===== config.mk =====
export PLATFORM = sky130hd
export DESIGN_NAME = load_queue
export DESIGN_NICKNAME = d
export VERILOG_FILES = /design/src/rtl/load_queue.sv
export SDC_FILE = /design/constraint.sdc
export NUM_CORES = 1
export LEC_CHECK = 0
export CORE_UTILIZATION = 54
export CTS_CLUSTER_SIZE = 28
export DETAILED_ROUTE_END_ITERATION = 7
export PLACE_DENSITY_LB_ADDON = 0.05
export REMOVE_ABC_BUFFERS = 1
export SLEW_MARGIN = 40
export SYNTH_ARGS = -nofsm -noshare
export SYNTH_HDL_FRONTEND = slang
export SYNTH_SLANG_ARGS = --single-unit

===== constraint.sdc =====
create_clock -name clock -period 2.55 [get_ports clock]
set_input_delay 0.255 -clock clock [delete_from_list [all_inputs] [get_ports clock]]
set_output_delay 0.255 -clock clock [all_outputs]
set_load 0.02 [all_outputs]

===== src/rtl/load_queue.sv =====
// load_queue: in-order circular load queue issuing one load per cycle to MEM.
// Optional same-edge issue of an incoming load into an empty queue under LQ_BYPASS_EN.
`ifndef XLEN
`define XLEN 32
`endif
`ifndef ROB_TAG_LEN
`define ROB_TAG_LEN 5
`endif

module load_queue #(
    parameter int LQ_DEPTH = 4,
    parameter int CNT_W    = $clog2(LQ_DEPTH) + 1
) (
    input  logic                                  clock,
    input  logic                                  reset,
    input  logic [`XLEN+`ROB_TAG_LEN+2:0]         lb_packet_in,
    input  logic                                  alloc_enable,
    input  logic                                  pending_stores,
    input  logic                                  mem_busy,
    input  logic                                  flush,
    output logic [`XLEN+`ROB_TAG_LEN+2:0]         lb_packet_out,
    output logic                                  full,
    output logic                                  empty,
    output logic [CNT_W-1:0]                      count,
    output logic [`XLEN-1:0]                      load_address,
    output logic [`ROB_TAG_LEN-1:0]               load_rob_tag,
    output logic                                  read_mem
);
    localparam int PW    = `XLEN + `ROB_TAG_LEN + 3;
    localparam int IDX_W = $clog2(LQ_DEPTH);

    logic [PW-1:0]    entries [LQ_DEPTH];
    logic [IDX_W-1:0] head, tail;
    logic             alloc, issue, bypass, enq;

    assign full          = count == CNT_W'(LQ_DEPTH);
    assign empty         = count == '0;
    assign lb_packet_out = empty ? '0 : entries[head];
    assign alloc         = alloc_enable && lb_packet_in[PW-1] && !full;
    assign issue         = !empty && !pending_stores && !mem_busy;
`ifdef LQ_BYPASS_EN
    assign bypass        = empty && alloc && !pending_stores && !mem_busy;
`else
    assign bypass        = 1'b0;
`endif
    assign enq           = alloc && !bypass;

    // Full/empty come from count, so head==tail is unambiguous for the pointers.
    always_ff @(posedge clock or negedge reset) begin
        if (!reset) begin
            head         <= '0;
            tail         <= '0;
            count        <= '0;
            read_mem     <= 1'b0;
            load_address <= '0;
            load_rob_tag <= '0;
            for (int i = 0; i < LQ_DEPTH; i++) entries[i] <= '0;
        end else if (flush) begin
            head     <= '0;
            tail     <= '0;
            count    <= '0;
            read_mem <= 1'b0;
            for (int i = 0; i < LQ_DEPTH; i++) entries[i] <= '0;
        end else begin
            read_mem <= issue || bypass;
            if (issue) begin
                load_address  <= entries[head][PW-2 -: `XLEN];
                load_rob_tag  <= entries[head][`ROB_TAG_LEN+1:2];
                entries[head] <= '0;
                head          <= head + 1'b1;
            end
            if (bypass) begin
                load_address <= lb_packet_in[PW-2 -: `XLEN];
                load_rob_tag <= lb_packet_in[`ROB_TAG_LEN+1:2];
            end
            if (enq) begin
                entries[tail] <= lb_packet_in;
                tail          <= tail + 1'b1;
            end
            count <= count + CNT_W'(enq) - CNT_W'(issue);
        end
    end
endmodule


; ---- Word-level counts from Yosys, hierarchy flattened
; Index checks and enable logic that the tools add are counted.
[classes]
n_addsub = 4
order_cmp = 4
n_eq_ne = 1
muxes = 19
bitwise = 5
reduce_logical = 14
[op_table]
columns = cell, n
row1 = two-way mux 160 bit, 4
row2 = two-way mux 40 bit, 5
row3 = bitwise AND 160 bit, 1
row4 = bitwise mux 160 bit, 1
row5 = demux 40 bit (select 2 bit), 2
row6 = inverter 160 bit, 1
row7 = binary-select mux 40 bit (select 2 bit), 1
row8 = two-way mux 2 bit, 4
row9 = >= comparator 3 bit (second input constant), 2
row10 = logical AND 1 bit, 6
row11 = less-than comparator 3 x 1 -> 1 bit (second input constant), 2
row12 = inverter 2 -> 3 bit, 2
row13 = adder 2 x 1 -> 2 bit (second input constant), 2
row14 = logical NOT 1 bit, 4
row15 = nonzero test 2 bit, 2
row16 = adder 3 x 1 -> 3 bit, 1
row17 = == test 3 bit (second input constant), 1
row18 = logical NOT 3 bit, 1
row19 = two-way mux 3 bit, 1
row20 = subtractor 3 x 1 -> 3 bit, 1
row21 = AND reduction 2 bit, 1
row22 = two-way mux 1 bit, 1
row23 = inverter 1 bit, 1
[totals]
register_bits = 205
inputBits = 46
output_inout_bits = 83
word_cells = 57

; ---- Longest topological paths before layout
[logic_depth]
ltp_word = 12
ltp_mapped = 11
mapped_depth_nobuf = 10

; ---- Least setup slack after synthesis
; Ideal clock, no wire load.
[synth_path]
kind = register to register
start = reg count[1]
end = reg count[2]
t_arrival_ns = 2.497
required_time_ns = 2.464
path_slack_ns = -0.033
stages_incl_launch_ff = 12
n_path_buf = 1
period_less_slack_ns = 2.583
cell_sequence = dfrtp_1 or3b_4 buf_6 inv_1 nor2_1 xnor2_1 ha_1 inv_1 fa_1 xor2_1 and2_1 nor3_1
[synth_between]
elab_chain_len = 6
elab_cells_between_ends = 10
cone_classes = add/sub (2) / eq/ne (1) / mux (1) / reduce/logical (6)
[synth_lines]
columns = item, line
row1 = start: declaration, 24  ; output logic [CNT_W-1:0] count,
row2 = start signal: assignment, 80  ; count <= count + CNT_W'(enq) - CNT_W'(issue);
row3 = == test 3 bit, 36  ; assign full = count == CNT_W'(LQ_DEPTH);
row4 = via full, 22  ; output logic full,
row5 = logical NOT 1 bit, 39  ; assign alloc = alloc_enable && lb_packet_in[PW-1] && !full;
row6 = logical AND 1 bit, 39
row7 = adder 3 x 1 -> 3 bit, 80
row8 = subtractor 3 x 1 -> 3 bit, 80
row9 = two-way mux 3 bit, 58  ; end else if (flush) begin
; The timed path passes the listed nets, and every way through them passes these cells.
; A chain may end at the register's enable or synchronous reset.

; ---- Final worst setup path
[layout_path]
start = reg head[0]
end = out lb_packet_out[2]
[layout_between]
elab_chain_len = 5
[layout_lines]
columns = item, line
row1 = start: declaration, 33  ; logic [IDX_W-1:0] head, tail;
row2 = start signal: assignment, 70  ; head <= head + 1'b1;
row3 = inverter 2 -> 3 bit (not written as such), 38  ; assign lb_packet_out = empty ? '0 : entries[head];
row4 = binary-select mux 40 bit (select 2 bit), 38
row5 = two-way mux 40 bit (2 in series), --
row6 = two-way mux 40 bit, 38
row7 = end: declaration, 21  ; output logic [`XLEN+`ROB_TAG_LEN+2:0] lb_packet_out,
; Every way passes these cells. The select of a mux whose other input is x is not followed.

==> key figures <==
Outcome
  – Status: finished, final reports clean

Critical path
  – Critical Path AT: 2.24 ns
  – Critical Path End Type: primary output
  – Slowest CP cell: mux4_2
  – Max incr delay on CP: just over 0.5 ns
  – CP Launch Type: flop
  – Worst path top cell family by delay: buffers and inverters
  – Critical path required time: 2.30 ns
  – Crit path cell chain: buf_12 -> buf_16 -> mux4_2 -> and2_1 -> dlygate4sd2_1
  – CP max FO: 12
  – Critical path buffers and inverters: 3
  – Crit Path Class: flop to primary output

Hold path
  – Worst min path class: input port to flop

Clock network
  – Clock transition at the registers of the reported paths: 0.06 ns
  – Root Buffer: clkbuf_16
  – Sink Count: 205
  – CTS tree: built
  – Worst-Skew Late Latency: approximately 0.52 ns
  – CTS Buffer Depth: 3
  – CTS H-Tree Depth: 1
  – CTS buffer count: 24

Logic synthesis
  – Synthesized flop and latch total: 205
  – Avg Inst Size Synth: between 10 and 15 um^2
  – Post-synthesis sequential area ratio: 0.469
  – Syn Std Cell Area: 0.0109 mm^2
  – Netlist cell types: 32
  – Synth warn: 0
  – Post-Synthesis Cells: 1016

Pwr
  – Clock power share: 0.343
  – Register share of total power: 0.369
  – Leakage: between 5 and 6 nW
  – Switching Share: 0.324
  – Pwr/cell area: 755 mW/mm^2
  – Psw: between 3 and 4 mW
  – Pwr Total: about 10 mW
  – Pint: between 6 and 7 mW
  – Comb pwr share: 0.289
  – Maximum VDD drop: 0.577 mV

Timing
  – Fin. Hold Viols: 0
  – Worst-margin pin slew: 0.790 ns
  – Fin. max-slew vios: 0
  – Worst Skew: 0.00987 ns
  – Min Tclk post-route: 2.50 ns
  – Setup violators final: 0
  – Slew headroom: 0.473
  – Maximum clock rate: 0.400 GHz
  – Tcrit/Tclk final: 0.980

Floorplanning
  – Die H: 144 um
  – I/O Pins: ~130
  – Rows: 51
  – Die area: 0.0208 mm^2
  – Area of the core: 0.0197 mm^2
  – Effective utilization at floorplan: 0.556
  – DIE WIDTH: 144 um

Drt
  – Antenna Nets Post-Route: 0
  – DRC viols: 0
  – Routed WL per cell: ~21 um
  – Vias post-DR: 8437
  – Vias per cell: 6.08
  – First DRT Iteration DRCs: 718
  – TritonRoute pass-1 iters: 5
  – Final wirelength: 29.3 mm

Finish
  – Layout area overhead: 22.2%
  – Layout Nets: 1160
  – Antenna diodes: 0
  – Final core utilization: 0.680
  – Most frequent cells in the layout: dfrtp_1, inv_1, nand3_1
  – Filler Cells Inserted: 1605
  – Most common cell after layout, fill and taps aside: dfrtp_1
  – Share of cells above drive strength 1: 0.204

Global route
  – Antenna violations before repair: 0
  – Pin count of the biggest net entering global routing: 93
  – Overflow after GRT: 0
  – Vias in the first global route: between 8000 and 9000
  – Gr usage total: 0.290
  – Global-route wire length before repair: 46.4 mm

Place
  – Gpl congestion: 0.790
  – PortBufs: about 130
  – DP HPWL: 16.3 mm

Job
  – MaxCap Viol Count: 0
synth_stat cells, drive strengths merged:
cell type / n / share of area
nand2: 6 / 0.0021
buf: 44 / 0.026
or3: 2 / 0.0011
inv: 166 / 0.057
mux2: 37 / 0.038
clkinv: 1 / 0.00046
o31ai: 4 / 0.0027
o41ai: 156 / 0.15
or3b: 1 / 0.0010
nor2: 5 / 0.0017
nor2b: 40 / 0.023
and3: 4 / 0.0023
ha: 9 / 0.010
nand3: 158 / 0.072
a21oi: 8 / 0.0037
and2: 45 / 0.026
nor3: 6 / 0.0041
fa: 1 / 0.0018
clkbuf: 70 / 0.024
mux4: 40 / 0.082
xor2: 1 / 0.00080
nand4: 1 / 0.00057
xnor2: 1 / 0.00080
dfrtp: 205 / 0.47
or2: 1 / 0.00057
o21ai: 4 / 0.0018
timing repair:
item | in CTS | in global routing
buffers inserted | 5 | 5
gates cloned | 0 | 1
endpoints found under the setup margin | 41 | 34
hold buffers | 1 | 0
gates resized for setup | 46 | 34
endpoints found under the hold margin | 44 | 0
layer usage:
layer	vias to the layer above	wire, um	track usage	part of all wire
li1	3841	-	-	-
met1	4246	12500	0.405	0.43
met2	299	14400	0.474	0.49
met3	51	1730	0.0348	0.059
met4	0	633	0.0886	0.022
met5	-	0	0	0
flip-flops by register name (all words and copies together) (netlist names):
| name | flops |
|---|---|
| entries | 160 |
| load_address | 32 |
| load_rob_tag | 5 |
| count | 3 |
| head | 2 |
| tail | 2 |
| read_mem | 1 |
logic make-up after synthesis:
group | after synthesis | share of synthesized area
buffers and inverters | 281 | 0.108
and+or+nand+nor | 269 | 0.135
DFF | 205 | 0.469
AOI/OAI and AO/OA | 172 | 0.154
muxes | 77 | 0.121
adders and majority gates | 10 | 0.0121
xor gates and xnor gates | 2 | 0.00160
final cells by class:
type	count	area, um^2	share of cell area
flip-flops and latches	205	5140	0.384
multi-input cells	530	4670	0.349
repair buffers	176	1790	0.134
clock buffers	32	712	0.0533
inverters	167	628	0.0470
well taps	265	332	0.0248
clock inverters	12	93.8	0.00702
per-stage QoR:
step	cells	TNS [ns]	area (um^2)	hold WS (ns)	setup WS, ns
2_1_floorplan	902	-281.67	10400	-0.0406	-2.20
3_3_place_gp	1329	0	12400	0.241	0.139
3_5_place_dp	1331	0	12500	0.236	0.135
4_1_cts	1381	0	13300	0.131	0.00217
5_1_grt	1387	-0.000869	13400	0.179	-0.000869
6_report	1387	0	13400	0.136	0.0518
final timing paths:
path | end | from | slack, ns | cells after the start
min in group asynchronous | entries[124] | reset | 0.25 | 2
setup / recovery | lb_packet_out[2] | head[0] | 0.05 | 5
hold / removal | count[1] | flush | 0.14 | 2
max in group asynchronous | head[1] | reset | 1.49 | 3
setup reg to reg | count[2] | count[1] | 0.22 | 10
hold reg to reg | load_address[7] | load_address[7] | 0.50 | 1
power by group through the flow:
| stage | Sequential [mW] | Clock [mW] | Combinational, mW |
|---|---|---|---|
| floorplan | 4.05 | 0 | 1.14 |
| global placement | 3.79 | 0 | 2.80 |
| detailed placement | 3.80 | 0 | 2.83 |
| CTS | 3.72 | 3.50 | 2.86 |
| global route | 3.76 | 3.63 | 3.11 |
| finish | 3.72 | 3.46 | 2.91 |
worst register-to-register path: stages (launching register included):
cell     delay (ns)
dfrtp_2        0.45
or3b_4         0.41
inv_2          0.09
nor2_1         0.07
xnor2_1        0.16
ha_1           0.16
inv_1          0.05
fa_1           0.40
xor2_1         0.16
and2_1         0.15
nor3_1         0.14
(Power assumes the default switching activity.)
